File: src/rtl/seg_capture.sv
// seg_capture: seven-segment scan decoder / display monitor.
//
// Watches the time-multiplexed seg/an/dp display bus. Each anode dwell has
// to hold steady for SETTLE samples before it is accepted. An accepted
// pattern is decoded back to a hex nibble and stored in that digit's shadow
// slot. Once all four slots have been seen, the shadow values are published
// together as one coherent frame.
//
// Ports:
//   clk         in   system clock, rising edge
//   reset       in   synchronous, active-high
//   seg[6:0]    in   segments a..g, active-low
//   an[3:0]     in   anode enables, active-low, an[0] = rightmost digit
//   dp          in   decimal point, active-low
//   digits[15:0] out frame nibbles, digits[4i+3:4i] = digit i
//   dps[3:0]    out  decimal point lit per digit
//   blank[3:0]  out  digit was fully dark
//   bad[3:0]    out  digit pattern not in decode table
//   frame_valid out  one-cycle pulse when frame outputs update
//   an_err      out  one-cycle pulse on a settled multi-anode dwell
//   stale       out  no frame completed for TIMEOUT cycles
module seg_capture #(
    parameter int unsigned SETTLE  = 16,
    parameter int unsigned TIMEOUT = 4_000_000,
    parameter int unsigned TW      = 23
) (
    input  logic        clk,
    input  logic        reset,
    input  logic [6:0]  seg,
    input  logic [3:0]  an,
    input  logic        dp,
    output logic [15:0] digits,
    output logic [3:0]  dps,
    output logic [3:0]  blank,
    output logic [3:0]  bad,
    output logic        frame_valid,
    output logic        an_err,
    output logic        stale
);

    // Sampled bus: {an, seg, dp}
    logic [11:0]   s_q;
    logic [11:0]   s_p;
    logic [7:0]    cnt;
    logic [3:0]    seen;
    logic [15:0]   sh_digits;
    logic [3:0]    sh_dps;
    logic [3:0]    sh_blank;
    logic [3:0]    sh_bad;
    logic [TW-1:0] stale_cnt;

    logic [3:0] an_low;
    logic [6:0] s_seg;
    logic       s_dp;
    logic       multi;
    logic       one;
    logic       accept;
    logic       capture;
    logic [3:0] dec_nib;
    logic       dec_blank;
    logic       dec_bad;

    assign an_low = ~s_q[11:8];
    assign s_seg  = s_q[7:1];
    assign s_dp   = s_q[0];

    // Clearing the lowest set bit leaves something only if two or more anodes are low.
    assign multi   = (an_low & (an_low - 4'd1)) != 4'd0;
    assign one     = (an_low != 4'd0) && !multi;

    // Fires only on the SETTLE-1 -> SETTLE step, so each dwell is taken once.
    // A bus change in the same cycle cancels it.
    assign accept  = (s_q == s_p) && (cnt == 8'(SETTLE - 1));
    assign capture = accept && one;

    // Active-low gfedcba patterns back to hex.
    always_comb begin
        dec_nib   = 4'h0;
        dec_blank = 1'b0;
        dec_bad   = 1'b0;
        case (s_seg)
            7'b1000000: dec_nib = 4'h0;
            7'b1111001: dec_nib = 4'h1;
            7'b0100100: dec_nib = 4'h2;
            7'b0110000: dec_nib = 4'h3;
            7'b0011001: dec_nib = 4'h4;
            7'b0010010: dec_nib = 4'h5;
            7'b0000010: dec_nib = 4'h6;
            7'b1111000: dec_nib = 4'h7;
            7'b0000000: dec_nib = 4'h8;
            7'b0010000: dec_nib = 4'h9;
            7'b0001000: dec_nib = 4'hA;
            7'b0000011: dec_nib = 4'hB;
            7'b1000110: dec_nib = 4'hC;
            7'b0100001: dec_nib = 4'hD;
            7'b0000110: dec_nib = 4'hE;
            7'b0001110: dec_nib = 4'hF;
            7'b1111111: dec_blank = 1'b1;
            default:    dec_bad = 1'b1;
        endcase
    end

    always_ff @(posedge clk) begin
        if (reset) begin
            s_q         <= '0;
            s_p         <= '0;
            cnt         <= '0;
            seen        <= '0;
            sh_digits   <= '0;
            sh_dps      <= '0;
            sh_blank    <= '0;
            sh_bad      <= '0;
            digits      <= '0;
            dps         <= '0;
            blank       <= '0;
            bad         <= '0;
            frame_valid <= 1'b0;
            an_err      <= 1'b0;
            stale_cnt   <= '0;
        end else begin
            s_q <= {an, seg, dp};
            s_p <= s_q;

            if (s_q != s_p) begin
                cnt <= '0;
            end else if (cnt < 8'(SETTLE)) begin
                cnt <= cnt + 8'd1;
            end

            an_err      <= accept && multi;
            frame_valid <= 1'b0;

            for (int i = 0; i < 4; i++) begin
                if (capture && an_low[i]) begin
                    sh_digits[4*i +: 4] <= dec_nib;
                    sh_dps[i]           <= ~s_dp;
                    sh_blank[i]         <= dec_blank;
                    sh_bad[i]           <= dec_bad;
                end
            end

            // The frame publishes one edge after the completing capture.
            if (seen == 4'hF) begin
                digits      <= sh_digits;
                dps         <= sh_dps;
                blank       <= sh_blank;
                bad         <= sh_bad;
                frame_valid <= 1'b1;
                seen        <= capture ? an_low : 4'h0;
            end else if (capture) begin
                seen <= seen | an_low;
            end

            if (frame_valid) begin
                stale_cnt <= '0;
            end else if (stale_cnt != TW'(TIMEOUT)) begin
                stale_cnt <= stale_cnt + TW'(1);
            end
        end
    end

    assign stale = (stale_cnt == TW'(TIMEOUT));

endmodule
File: config.mk
export PLATFORM = sky130hd
export DESIGN_NAME = seg_capture
export DESIGN_NICKNAME = d
export VERILOG_FILES = /design/src/rtl/seg_capture.sv
export SDC_FILE = /design/constraint.sdc
export NUM_CORES = 1
export LEC_CHECK = 0
export ABC_AREA = 1
export CAP_MARGIN = 20
export CORE_MARGIN = 2
export CORE_UTILIZATION = 30
export CTS_BUF_LIST = sky130_fd_sc_hd__clkbuf_2 sky130_fd_sc_hd__clkbuf_4 sky130_fd_sc_hd__clkbuf_8
export DETAILED_ROUTE_END_ITERATION = 7
export PLACE_DENSITY = 0.58
export SYNTH_ARGS = -nofsm -noshare
export SYNTH_HDL_FRONTEND = slang
export SYNTH_SLANG_ARGS = --single-unit
File: constraint.sdc
create_clock -name clk -period 3.5 [get_ports clk]
set_input_delay 0.7 -clock clk [delete_from_list [all_inputs] [get_ports clk]]
set_output_delay 0.7 -clock clk [all_outputs]
set_load 0.005 [all_outputs]
; ---- Yosys cells after proc, flatten, opt, wreduce, memory -nomap -nowiden
; Index checks and enable logic that the tools add are counted.
[totals]
ff_bits = 117
latchBits = 0
mem_bits_rw = 0
romBits = 0
input_bits = 14
out_inout_bits = 31
word_cells = 80
n_memories = 0
[op_classes]
n_addsub = 3
n_mul = 0
div_mod_pow = 0
magnitude_cmp = 1
n_eq_ne = 22
shift = 0
muxes = 7
n_bitwise = 4
n_reduce_logical = 16
[op_table]
columns = op, n
row1 = $pmux W4 S15, 1
row2 = $eq A7 B7 Y1 const B, 5
row3 = $add A23 B1 Y23 const B, 1
row4 = $eq A23 B22 Y1 const B, 1
row5 = $ne A23 B22 Y1 const B, 1
row6 = $eq A7 B5 Y1 const B, 3
row7 = $eq A7 B6 Y1 const B, 3
row8 = $reduce_or A17 Y1, 1
row9 = $eq A7 B2 Y1 const B, 2
row10 = $eq A7 B4 Y1 const B, 2
row11 = $eq A12 B12 Y1, 1
row12 = $mux W4, 3
row13 = $ne A12 B12 Y1, 1
row14 = $add A8 B1 Y8 const B, 1
row15 = $eq A8 B4 Y1 const B, 1
row16 = $logic_and A1 B1 Y1, 8
row17 = $lt A8 B5 Y1 const B, 1
row18 = $reduce_bool A4 Y1, 2
row19 = $eq A7 B3 Y1 const B, 1
row20 = $logic_not A7 Y1, 1
row21 = $and A4 B4 Y4, 1
row22 = $eq A4 B4 Y1 const B, 1
row23 = $not A4 Y4, 1
row24 = $or A4 B4 Y4, 1
row25 = other kinds (6), 9

; ---- Longest topological paths before layout
; Gate-level depths: netlist of the first run.
[logic_depth]
ltp_word = 9
depth_mapped = 12
mapped_depth_nobuf = 11

; ---- Worst setup path before layout of the first run
; No wires, ideal clock.
[synth_path]
path_type = register -> output
start = reg stale_cnt[19]
end = out stale
arrival_time_ps = 965
slack_ps = 1835
stages_incl_launch_ff = 5
path_buffers = 0
cell_sequence = dfxtp_1 nand2_1 nor2_1 nand4_1 nor4_1
[synth_via]
elab_chain_cells = 1
[synth_lines]
columns = element, line_no
row1 = start: declaration, 50  ; logic [TW-1:0] stale_cnt;
row2 = start signal: assignment, 157  ; stale_cnt <= stale_cnt + TW'(1);
row3 = $eq A23 B22 Y1, 162  ; assign stale = (stale_cnt == TW'(TIMEOUT));
row4 = end: declaration, 38  ; output logic stale
; Every way passes these cells.

; ---- Worst setup path after layout of the first run
; Ends and elaborated chain as after synthesis.

==> results of run 1 <==
==> cell type report <==
class | instances | area (um2) | share of cell area
well taps | 220 | 275.3 | 0.04485
inverters | 110 | 412.9 | 0.06728
multi-input cells | 483 | 2241 | 0.3651
clock buffers | 20 | 269.0 | 0.04383
flip-flops and latches | 117 | 2342 | 0.3817
repair buffers | 48 | 470.5 | 0.07666
clock inverters | 10 | 126.4 | 0.02059
==> sequential cells by signal, indices dropped and copies added (netlist names) <==
name / count
an_err: 1
sh_digits: 16
sh_blank: 4
digits: 16
stale_cnt: 23
sh_bad: 4
bad: 4
dps: 4
s_p: 12
cnt: 8
s_q: 12
seen: 4
frame_valid: 1
sh_dps: 4
blank: 4
==> through the flow <==
step	setup WS (ns)	instance area [um2]	utilization	total power, mW	std cells
global route	0.4238	6137	0.3688	2.863	1008
detailed placement	0.8398	5742	0.3450	1.547	978
CTS	0.6119	6137	0.3688	2.784	1008
finish	0.6578	6137	0.3688	2.733	1008
floorplan	1.835	5119	-	1.502	731
global placement	0.9024	5742	0.3450	1.546	978
==> critical path, stage by stage, from the launching register on <==
cell             delay (ns)
dfxtp_1                0.36
nand2_1                0.08
nor2_1                 0.21
nand4_1                0.15
nor4_1                 0.33
clkdlybuf4s50_1        0.58
==> synth_stat cells, types with 6 or more instances <==
cell type	count	area, um2
inv_2	13	48.80
nor3_1	12	60.06
o21ai_0	40	200.2
nor2_1	137	514.2
inv_1	97	364.1
clkbuf_1	13	48.80
nand2_2	8	50.05
nand4_1	10	62.56
nor2_2	6	37.54
a21oi_1	54	270.3
nand3_1	24	120.1
dfxtp_1	117	2342
nand2_1	165	619.3
==> power breakdown <==
group          total, mW  switching [mW]  internal (mW)
clock network       1.22           0.542          0.676
logic              0.151          0.0978         0.0527
registers           1.36          0.0173           1.35
==> metal layers <==
metal	global-route usage	vias to the layer above	wire length, um
li1	-	2351	-
met1	0.1601	1909	5229
met2	0.2016	49	5038
met3	0.04279	4	325
met4	0.04035	0	46
met5	0	-	0
==> final timing paths <==
path	endpoint	from	depth (start not counted)	slack (ns)
setup / recovery	stale	stale_cnt[19]	5	0.66
hold / removal	cnt[6]	cnt[6]	2	0.43
hold reg to reg	cnt[6]	cnt[6]	2	0.43
setup reg to reg	stale_cnt[20]	stale_cnt[1]	9	1.57
==> kinds of logic after synthesis <==
| group | Yosys count |
|---|---|
| AOI/OAI and AO/OA | 98 |
| DFF | 117 |
| xor gates and xnor gates | 5 |
| and+or+nand+nor | 377 |
| buffers and inverters | 131 |
| adders and majority gates | 3 |
==> impl_results.md, run 1 <==
* Number of detailed-routing iterations run before antenna repair at 4
* Number of buffers added for setup after CTS at 0
* Detail Placement HPWL at 7476 um
* Status: completed
* Number of placed I/O pins at 45
* Die area at 18120 um2
* Clock-pin transition on the worst setup and hold timing paths at 0.07 ns
* Worst hold-check slack at 0.4257 ns
* Portion of the post-synthesis area used by sequential elements at 0.4576
* Post-route clock period utilization at 0.8120
* Max clock buf depth at 2
* Least-Margin Pin Slew at 0.5890 ns
* Share of the synthesized area in compound gates (AO/OA/AOI/OAI) at 0.09729
* Avg Vias per Cell at 4.279
* Post-Synth Simple-Gate Area at 0.3246
* Number of storage elements in the synthesis netlist at 117
* Most frequent standard cell in the layout excluding fill and tap cells: nand2_1
* Main combinational cell family by area after synthesis: simple AND/OR/NAND/NOR gates
* DRC violations left at 0
* Total routing usage reported by global routing at 0.1261
* Parity-gate share of the synthesized area counting xor and xnor cells at 0.008555
* 1st-iter DRT viols at 257
* NumNets Final at 794
* Maximum number of pins on one net before global-route repair at 58
* Mapped Area at 5119 um2
* Startpoint types: flip-flop
* Count of different cell masters after synthesis at 30
* Min Clock Period, post-route at 2.842 ns
* Startpoint-to-endpoint class of the critical path: reg -> out
* Via count at 4313
* Final setup fails at 0
* Total inserted antenna cells at 0
* Critical path data arrival time at 2.14 ns
* GPL Wtd Cong at 0.7889
* TritonCTS clock tree: yes
* Leakage power at 2.746 nW
* Die Span X at 134.6 um
* Worst vdd ir at 0.2171 mV
* Net count after synthesis at 748
* Worst-path fanout max at 4
* Rel. slew slack at 0.6059
* Top library cells by usage in the layout, fill and taps aside: 165 x nand2_1, 137 x nor2_1, 117 x dfxtp_1, 97 x inv_1, 54 x a21oi_1
* Placeable core region at 16640 um2
* Most common flop cell mapped by yosys: dfxtp_1
* Total power divided by cell area at 445.3 nW/um2
* Worst clock skew at 0.01101 ns
* Number of flops mapped to enable cells by yosys at 0
* Highest clock frequency the design can meet at 351.8 MHz
* CTS Hold Bufs at 0
* Grt total ovfl at 0
* Fin Setup TNS at 0 ns
* Number of levels the H-tree was split into at 4
* Share of flip-flops with an asynchronous set or reset at 0
* Placement row count at 47
* Required arrival time at the worst endpoint at 2.80 ns
* Via count of the first global-routing pass at 4047
* Total count of max-transition violations in the final report at 0
* RSZ-0062 raised after global routing: no
* Clock root cell: clkbuf_8
* Clock Latency Late Sink at 0.43 ns
* Syn-to-layout area delta at 19.90%
* CTS Buf Count at 17
* Number of I/O port buffers at 44
* Proportion of synthesized area in mux cells at 0
* Wire length of the first global-routing pass at 18470 um
* Capturing element type of the critical path: output pin
* Number of filler cells placed in the layout at 1813
* # Max-Cap Violations at 0
* WL/cell at 10.56 um
* Adder-Cell Fraction of Synth Area at 0.007333
* Hold crit path type: reg -> reg
* # resized after CTS at 0
* Routed WL at 10640 um
* Final-report hold violation count at 0
* Proportion of layout cells with a drive suffix above 1 at 0.08883
* Avg Inst Size Synth at 7.002 um2
* Number of antenna violations at the first check in global routing at 0
* Initial core utilization at 0.3076
* Post-detailed-route count of antenna-violating nets at 0
* Synthesis Warnings at 0
* Number of instances in the synthesized netlist at 731
* Sink Count at 117
* Vertical extent of the die at 134.6 um
Power figures use the tool's default switching activity.
==> run 2: changes to the inputs <==
- PLACE_DENSITY: 0.58 -> 0.6
- clock period: 3.5 -> 2.4 ns (I/O delays scaled with it)
==> run 2 against run 1 <==
Compared with the run above:
- count of clock-buffer cells in the layout fell by 2
- core utilization rose by 0.29 points
- register-to-register slack got worse by 1.1 ns
- global-route usage rose by 0.19 points
- clock skew rose by 0.0014 ns
- critical path depth did not move
- non-clock buffer count rose by 8
- worst setup slack got worse by 0.48 ns
- hold slack barely moved
- critical path type unchanged
- critical endpoint unchanged
==> impl_results.md, run 2 (synthesis results as in run 1) <==
* CTS Buf Count at 17 (unchanged)
* Smallest setup slack after layout at 0.1771 ns (-0.4808 ns)
* # Max-Cap Violations at 0 (unchanged)
* Die area at 18120 um2 (unchanged)
* Least-Margin Pin Slew at 0.4572 ns (-0.1317 ns)
* Total routing usage reported by global routing at 0.1280 (+0.001900)
* Largest registers: stale_cnt x23, digits x16, sh_digits x16
* NumNets Final at 802 (+1.0%)
* Total power of the final layout at 3.907 mW (+43%)
* Wire length of the first global-routing pass at 18620 um (+0.82%)
* TritonCTS clock tree: yes
* Final setup fails at 0 (unchanged)
* Clock Latency Late Sink at 0.43 ns (about the same)
* Kind of cell adding the most delay to the critical path: simple AND/OR/NAND/NOR gates
* Leakage power at 2.797 nW (+1.8%)
* Sink Count at 117 (unchanged)
* CTS Hold Bufs at 0 (unchanged)
* WL/cell at 10.67 um (+1.1%)
* DRC violations left at 0 (unchanged)
* RSZ-0062 raised after global routing: no
* Capturing element type of the critical path: output pin
* Number of I/O port buffers at 44 (unchanged)
* Rel. slew slack at 0.6952 (+0.08926)
* Number of placed I/O pins at 45 (unchanged)
* Total inserted antenna cells at 0 (unchanged)
* Initial core utilization at 0.3076 (unchanged)
* Register bank with the most flops: stale_cnt
* Total count of max-transition violations in the final report at 0 (unchanged)
* Max clock buf depth at 2 (unchanged)
* Largest register FFs at 23 (unchanged)
* Die Span X at 134.6 um (unchanged)
* Most frequent standard cell in the layout excluding fill and tap cells: nand2_1
* Syn-to-layout area delta at 20.83%
* Crit. Startpoint: stale_cnt[19]
* Grt total ovfl at 0 (unchanged)
* Number of antenna violations at the first check in global routing at 0 (unchanged)
* Highest clock frequency the design can meet at 449.9 MHz
* Buf+Inv Stages, Crit Path at 1 (unchanged)
* Avg Vias per Cell at 4.283 (about the same)
* Clock root cell: clkbuf_8
* Clock-pin transition on the worst setup and hold timing paths at 0.07 ns (about the same)
* Total power divided by cell area at 631.6 nW/um2 (+42%)
* Post-detailed-route count of antenna-violating nets at 0 (unchanged)
* WHS Path Cells at 2 (unchanged)
* Detail Placement HPWL at 7506 um (+0.41%)
* 1st-iter DRT viols at 212 (-18%)
* Number of levels the H-tree was split into at 4 (unchanged)
* Final-report hold violation count at 0 (unchanged)
* Slowest Stage Delay on Critical Path at 0.37 ns (-0.21 ns)
* Logic depth of the worst setup path including buffers at 5 (unchanged)
* Critical-path top delay cell: dfxtp_1
* Placement row count at 47 (unchanged)
* Post-route clock period utilization at 0.9262
* Placeable core region at 16640 um2 (unchanged)
* Routed WL at 10860 um (+2.1%)
* Startpoint types: flip-flop
* Number of cell instances on the worst register-to-register path at 13 (+4)
* Hold_sp: cnt[6]
* Worst flop-to-flop path startpoint: stale_cnt[0]
* Proportion of layout cells with a drive suffix above 1 at 0.1028 (+0.01392)
* Number of filler cells placed in the layout at 1770 (-2.4%)
* Post-placement setup slack at 0.2488 ns (-0.5911 ns)
* Via count at 4360 (+1.1%)
* Maximum number of pins on one net before global-route repair at 55 (-5.2%)
* Min Clock Period, post-route at 2.223 ns
* Critical path data arrival time at 1.74 ns (-0.40 ns)
* Top library cells by usage in the layout, fill and taps aside: 165 x nand2_1, 136 x nor2_1, 117 x dfxtp_1, 97 x inv_1, 54 x a21oi_1
* Via count of the first global-routing pass at 4166 (+2.9%)
* Hold crit path type: reg -> reg
* Fin Setup TNS at 0 ns (unchanged)
* Required arrival time at the worst endpoint at 1.92 ns (-0.88 ns)
* Worst clock skew at 0.01244 ns (+0.001427 ns)
* Critical path cell sequence: nand2_1 > nor2_2 > nand4_1 > nor4_2 > dlygate4sd2_1
* Worst vdd ir at 0.3571 mV (+64%)
* Startpoint-to-endpoint class of the critical path: reg -> out
* Worst-path fanout max at 4 (unchanged)
* Number of detailed-routing iterations run before antenna repair at 4 (unchanged)
* GPL Wtd Cong at 0.8155 (+3.4%)
* Status: completed
* Vertical extent of the die at 134.6 um (unchanged)
## run 2: cell types whose count changed in the layout (fill, tap and decap cells not counted), sizes merged
cell / change
clkbuf: -2
bufinv: -1
clkinvlp: -2
clkinv: +5
clkdlybuf4s50: -1
inv: +2
buf: +8
dlygate4sd2: +1
## run 2: layout make-up
type | instances | area, um2 | share of cell area
clock buffers | 18 | 247.7 | 0.04006
inverters | 110 | 412.9 | 0.06676
multi-input cells | 483 | 2250 | 0.3637
clock inverters | 14 | 127.6 | 0.02064
flip-flops and latches | 117 | 2342 | 0.3787
well taps | 220 | 275.3 | 0.04451
repair buffers | 56 | 529.3 | 0.08558
## run 2: worst min-delay path: stages (launching register included)
cell	delay, ns
dfxtp_1	0.31
inv_1	0.04
nor2_1	0.03
## run 2: per-layer routing
metal	track usage	vias up	wire length, um
li1	-	2378	-
met1	0.1550	1931	5355
met2	0.2143	47	5090
met3	0.04204	4	353
met4	0.04211	0	60
met5	0	-	0
## run 2: where the power goes
part	switching, mW	total [mW]	internal, mW
Combinational	0.143	0.221	0.0779
Clock	0.843	1.70	0.853
Sequential	0.0254	1.99	1.96
## run 2: path summary, 6_finish.rpt
check,slack [ns],to
worst max-delay path,0.18,stale
worst min-delay path,0.43,cnt[6]
worst max register to register,0.49,stale_cnt[0]
worst min register to register,0.43,cnt[6]
## run 2: timing repair
| action | in CTS | in global routing |
|---|---|---|
| setup endpoints to repair | 1 | 0 |
| buffers inserted | 7 | 0 |
| resized for setup | 3 | 0 |
| hold endpoints to repair | 0 | 0 |
## run 2: stage by stage
step                      hold slack, ns  utilization  instance area [um2]  cells
after floorplan                   0.4083            -                 5119    731
after global placement            0.4158       0.3455                 5749    979
after detailed placement          0.4169       0.3455                 5749    979
after CTS                         0.4274       0.3716                 6185   1018
after global routing              0.4481       0.3716                 6185   1018
final                             0.4258       0.3716                 6185   1018
